===== src/rtl/input_capture_mc.sv =====
// Multi-channel input capture: synchronised pins, per-channel edge select, event counter, timestamp.
// Event latency SYNC_STAGES cycles (+FILT_LEN with INPUT_CAPTURE_FILTER_EN); no backpressure, events never stall.
module input_capture_mc #(
  parameter int CH_NUM      = 4,
  parameter int CNT_W       = 16,
  parameter int SYNC_STAGES = 2,
  parameter int FILT_LEN    = 4
) (
  input  logic                      i_sysclk,
  input  logic                      i_sysrst,
  input  logic                      i_cnt_en,
  input  logic                      i_clr,
  input  logic [CH_NUM-1:0]         i_cap_pin,
  input  logic [2*CH_NUM-1:0]       i_edge_mode,
  input  logic [CH_NUM-1:0]         i_ack,
  output logic [CH_NUM-1:0]         o_ic_flg,
  output logic [CH_NUM-1:0]         o_pend,
  output logic [CH_NUM-1:0]         o_ovr,
  output logic [CH_NUM*CNT_W-1:0]   o_cnt_data,
  output logic [CH_NUM*CNT_W-1:0]   o_cap_data,
  output logic [CNT_W-1:0]          o_tb,
  output logic                      o_tb_ovf
);

  localparam logic [CNT_W-1:0] TB_MAX = '1;

  if (CH_NUM < 1 || CH_NUM > 16 || CNT_W < 8 || CNT_W > 32 ||
      SYNC_STAGES < 2 || FILT_LEN < 1) begin : g_bad_param
    $error("input_capture_mc: parameter out of range");
  end

  logic [CNT_W-1:0] r_tb;
  logic             r_tb_ovf;

  always_ff @(posedge i_sysclk) begin
    if (i_sysrst || i_clr) begin
      r_tb     <= '0;
      r_tb_ovf <= 1'b0;
    end else begin
      r_tb_ovf <= i_cnt_en && (r_tb == TB_MAX);
      if (i_cnt_en) begin
        r_tb <= r_tb + CNT_W'(1);
      end
    end
  end

  assign o_tb     = r_tb;
  assign o_tb_ovf = r_tb_ovf;

  for (genvar n = 0; n < CH_NUM; n++) begin : g_ch
    logic [SYNC_STAGES-1:0] r_sync;
    logic                   w_lvl;
    logic                   r_prev;
    logic [1:0]             w_mode;
    logic                   w_rise;
    logic                   w_fall;
    logic                   w_evt;
    logic                   r_flg;
    logic                   r_pend;
    logic                   r_ovr;
    logic [CNT_W-1:0]       r_cnt;
    logic [CNT_W-1:0]       r_cap;

    // Synchroniser and prev-level keep running through i_clr and i_cnt_en=0 so no stale edge survives.
    always_ff @(posedge i_sysclk) begin
      if (i_sysrst) begin
        r_sync <= '0;
      end else begin
        r_sync <= {r_sync[SYNC_STAGES-2:0], i_cap_pin[n]};
      end
    end

`ifdef INPUT_CAPTURE_FILTER_EN
    localparam int FC_W = (FILT_LEN > 1) ? $clog2(FILT_LEN) : 1;
    logic [FC_W-1:0] r_fcnt;
    logic            r_filt;

    always_ff @(posedge i_sysclk) begin
      if (i_sysrst) begin
        r_filt <= 1'b0;
        r_fcnt <= '0;
      end else if (r_sync[SYNC_STAGES-1] == r_filt) begin
        r_fcnt <= '0;
      end else if (r_fcnt == FC_W'(FILT_LEN - 1)) begin
        r_filt <= r_sync[SYNC_STAGES-1];
        r_fcnt <= '0;
      end else begin
        r_fcnt <= r_fcnt + FC_W'(1);
      end
    end

    assign w_lvl = r_filt;
`else
    assign w_lvl = r_sync[SYNC_STAGES-1];
`endif

    always_ff @(posedge i_sysclk) begin
      if (i_sysrst) begin
        r_prev <= 1'b0;
      end else begin
        r_prev <= w_lvl;
      end
    end

    assign w_mode = i_edge_mode[2*n +: 2];
    assign w_rise = w_lvl & ~r_prev;
    assign w_fall = ~w_lvl & r_prev;
    assign w_evt  = i_cnt_en & ((w_mode[0] & w_rise) | (w_mode[1] & w_fall));

    // An ack coinciding with a new event consumes the old one; the new event stays pending.
    always_ff @(posedge i_sysclk) begin
      if (i_sysrst || i_clr) begin
        r_flg  <= 1'b0;
        r_pend <= 1'b0;
        r_ovr  <= 1'b0;
        r_cnt  <= '0;
        r_cap  <= '0;
      end else begin
        r_flg <= w_evt;
        if (w_evt) begin
          r_cnt  <= r_cnt + CNT_W'(1);
          r_cap  <= r_tb;
          r_pend <= 1'b1;
          if (r_pend && !i_ack[n]) begin
            r_ovr <= 1'b1;
          end
        end else if (i_ack[n]) begin
          r_pend <= 1'b0;
        end
      end
    end

    assign o_ic_flg[n]                   = r_flg;
    assign o_pend[n]                     = r_pend;
    assign o_ovr[n]                      = r_ovr;
    assign o_cnt_data[n*CNT_W +: CNT_W]  = r_cnt;
    assign o_cap_data[n*CNT_W +: CNT_W]  = r_cap;
  end

endmodule

===== config.mk =====
export PLATFORM = sky130hd
export DESIGN_NAME = input_capture_mc
export DESIGN_NICKNAME = d
export VERILOG_FILES = /design/src/rtl/input_capture_mc.sv
export SDC_FILE = /design/constraint.sdc
export NUM_CORES = 1
export LEC_CHECK = 0
export BUFFER_PORTS_ARGS = -buffer_cell sky130_fd_sc_hd__buf_2
export CAP_MARGIN = 10
export CORE_MARGIN = 2
export CORE_UTILIZATION = 34
export CTS_BUF_LIST = sky130_fd_sc_hd__clkbuf_8
export CTS_CLUSTER_SIZE = 24
export DETAILED_ROUTE_END_ITERATION = 7
export PLACE_DENSITY = 0.61
export SKIP_CTS_REPAIR_TIMING = 1
export SLEW_MARGIN = 20
export SYNTH_ARGS = -nofsm -noshare
export SYNTH_HDL_FRONTEND = slang
export SYNTH_SLANG_ARGS = --single-unit
export TNS_END_PERCENT = 5

===== constraint.sdc =====
create_clock -name i_sysclk -period 2.5 [get_ports i_sysclk]
set_input_delay 0.5 -clock i_sysclk [delete_from_list [all_inputs] [get_ports i_sysclk]]
set_output_delay 0.5 -clock i_sysclk [all_outputs]
set_load 0.01 [all_outputs]

==> impl_metrics.tcl <==
set metrics [dict create \
    synth_flop_cell "dfxtp_1" \
    start_util_pct 34.5 \
    nets 1001 \
    yosysSeqAreaShare_pct 48.7 \
    synth_cell_type_count 54 \
    finalMaxSlewViolations 0 \
    wl_um 19300 \
    cpLargestDelayFamily "flip-flops" \
    portBuffers 176 \
    fmax_mhz 560 \
    grt_overflow 0 \
    die-area_sq_um 21600 \
    cts_sinks 169 \
    setup_violations 0 \
    hpwl_um 13300 \
    area_growth_pct 23.1 \
    tightest_slew_ns 0.542 \
    holdPathEnd "g_ch[3].r_sync[0]" \
    fin_cells 1258 \
    synth-edff-count 0 \
    crit_buf_inv 1 \
    core_area_sq_um 20100 \
    cts_made_buffers 17 \
    wire_per_inst_um 15.3 \
    endpoint_kind "primary output" \
    hold_path.startpoint "i_cap_pin[3]" \
    cts_buffer_depth 2 \
    drtAntennaViolNets 0 \
    worst-r2r-cell-count 4 \
    viasPerCell 4.97 \
    worstHoldPathType "in -> reg" \
    synthesis.instances 818 \
    synthArstFlopShare_pct 0 \
    mostFrequentLayoutCell "buf_2" \
    antenna_cells 0 \
    wl_met1_um 9080 \
    htree_levels 4 \
    wl_met2_um 8840 \
    gp_congestion 0.816 \
    critPathKind "reg -> out" \
    critPathLaunchType "flop" \
    reg2reg_from "g_ch[3].r_cnt[2]" \
    routed-wl-met3_um 992 \
    cts_tree "built" \
    syn_area_per_cell_sq_um 8.48 \
    die_y_um 147 \
    ios 177 \
    p_leak_nw 3.32 \
    syn_area_sq_um 6940 \
    grt_max_degree 65 \
    syn_nets 843 \
    drive_gt1_share_pct 24.4 \
    required_ns 2.00 \
    dr.max_layer_used "met4" \
    rsz0062_at_grt "no" \
    firstDrtPassIters 4 \
    cts_root_buffer "clkbuf_8" \
    grt_first_pass_wirelength_um 30700 \
    vias 6253 \
    min_period_ns 1.79 \
    hold_depth 2 \
    worstSkewPairLatency_ns 0.44 \
    ys_warn_count 0 \
    cts.reportedPaths.clkPinSlew_ns 0.09 \
    slowest_delay_ns 0.60 \
    die_w_um 147 \
    fillCellCount 2029 \
    finalCritPeriodShare_pct 71.4 \
    fp-row-count 52 \
    path_cells "buf_2" \
    peakVddDrop_mv 0.273 \
    cap_violations 0 \
    ys_seq_elements 169 \
    final_cell_mix "buf_2 (176), dfxtp_1 (169), nand2_1 (164)" \
    drc 0 \
    place_inst 1227 \
    drt_iter0_drc 315 \
    r2r_setup_slack_ns 0.72 \
    critPathArrivalTime_ns 1.29 \
    slew_headroom_pct 63.9 \
    crit_path_top_delay_cell "dfxtp_1" \
    grt_pass1_vias 5863 \
    reg2reg_to "g_ch[3].r_cnt[13]" \
    outcome "finished, final reports clean" \
    fin_setup_tns_ns 0 \
    p_per_area_nw_per_um2 621 \
    path_max_fanout 9 \
    track_usage_pct 17.8 \
    hold_viol_final 0 \
    finClkSkew_ns 0.0122 \
    antenna_found_initial 0 \
]
-- cells by family after synthesis --
| family | synth area share (%) |
|---|---|
| AND/OR/NAND/NOR | 26.7 |
| AO/OA/AOI/OAI | 13.6 |
| flip-flops | 48.7 |
| buffers and inverters | 4.58 |
| XOR/XNOR | 4.67 |
| multiplexers | 0.721 |
| adder cells (fa/ha/maj) | 0.901 |
-- layout make-up --
cell class	instances	area, sq um	area share (%)
inverters	3	11.3	0.132
repair buffers	198	1070	12.5
clock inverters	14	268	3.13
multi-input cells	587	3240	37.9
clock buffers	17	234	2.74
flip-flops and latches	169	3380	39.6
well taps	270	338	3.95
-- metrics by stage --
step	utilization (%)	hold WS (ns)	cell area (sq um)	total power [mW]	setup slack (ns)
3_5_place_dp	40.0	0.431	8050	2.93	0.293
6_report	42.5	0.268	8550	5.31	0.714
2_1_floorplan	-	0.414	6940	2.86	0.782
5_1_grt	42.5	0.234	8550	5.49	0.605
4_1_cts	42.5	0.234	8550	5.37	0.653
3_3_place_gp	40.0	0.418	8050	2.93	0.366
-- sequential cells by signal (all words and copies together) (netlist names) --
name,count
g_ch.r_ovr,4
g_ch.r_cnt,64
g_ch.r_pend,4
g_ch.r_prev,4
o_tb,16
g_ch.r_cap,64
g_ch.r_sync,8
g_ch.r_flg,4
o_tb_ovf,1
-- worst max-delay path by stage --
| stage | end | cells past startpoint | startpoint | slack, ns |
|---|---|---|---|---|
| floorplan | g_ch[2].r_cap[6] | 7 | i_cnt_en | 0.78 |
| global placement | g_ch[2].r_cnt[15] | 5 | i_cnt_en | 0.37 |
| detailed placement | g_ch[2].r_cnt[11] | 5 | i_cnt_en | 0.29 |
| CTS | o_tb[3] | 1 | o_tb[3] | 0.65 |
| global route | g_ch[3].r_cnt[10] | 4 | g_ch[3].r_cnt[2] | 0.60 |
| finish | o_tb[3] | 1 | o_tb[3] | 0.71 |
-- power by group --
group          switching, mW  internal [mW]  total (mW)
registers            0.00861           2.70        2.71
logic                  0.104         0.0477       0.152
clock network           1.05           1.40        2.44
total                   1.16           4.15        5.31
-- layer usage --
layer / global-route usage (%) / vias to the layer above
met5: 0 / -
met4: 6.17 / 0
met3: 4.22 / 24
met2: 28.7 / 149
met1: 23.5 / 2947
li1: - / 3133
-- synth_stat cells, types with 11 or more instances --
library cell,instances,share of area [%]
dfxtp_1,169,49
nand4b_1,11,1.4
xnor2_1,24,3.0
or3_1,21,1.9
o21ai_0,26,1.9
nand2_1,164,8.9
nor2b_1,12,1.1
clkbuf_1,25,1.4
nor2_1,52,2.8
nand3_1,25,1.8
buf_4,14,1.5
nand4_1,17,1.5
xor2_1,13,1.6
buf_2,14,1.0
a21oi_1,109,7.9
No activity file was read; power rests on OpenSTA's default activity.
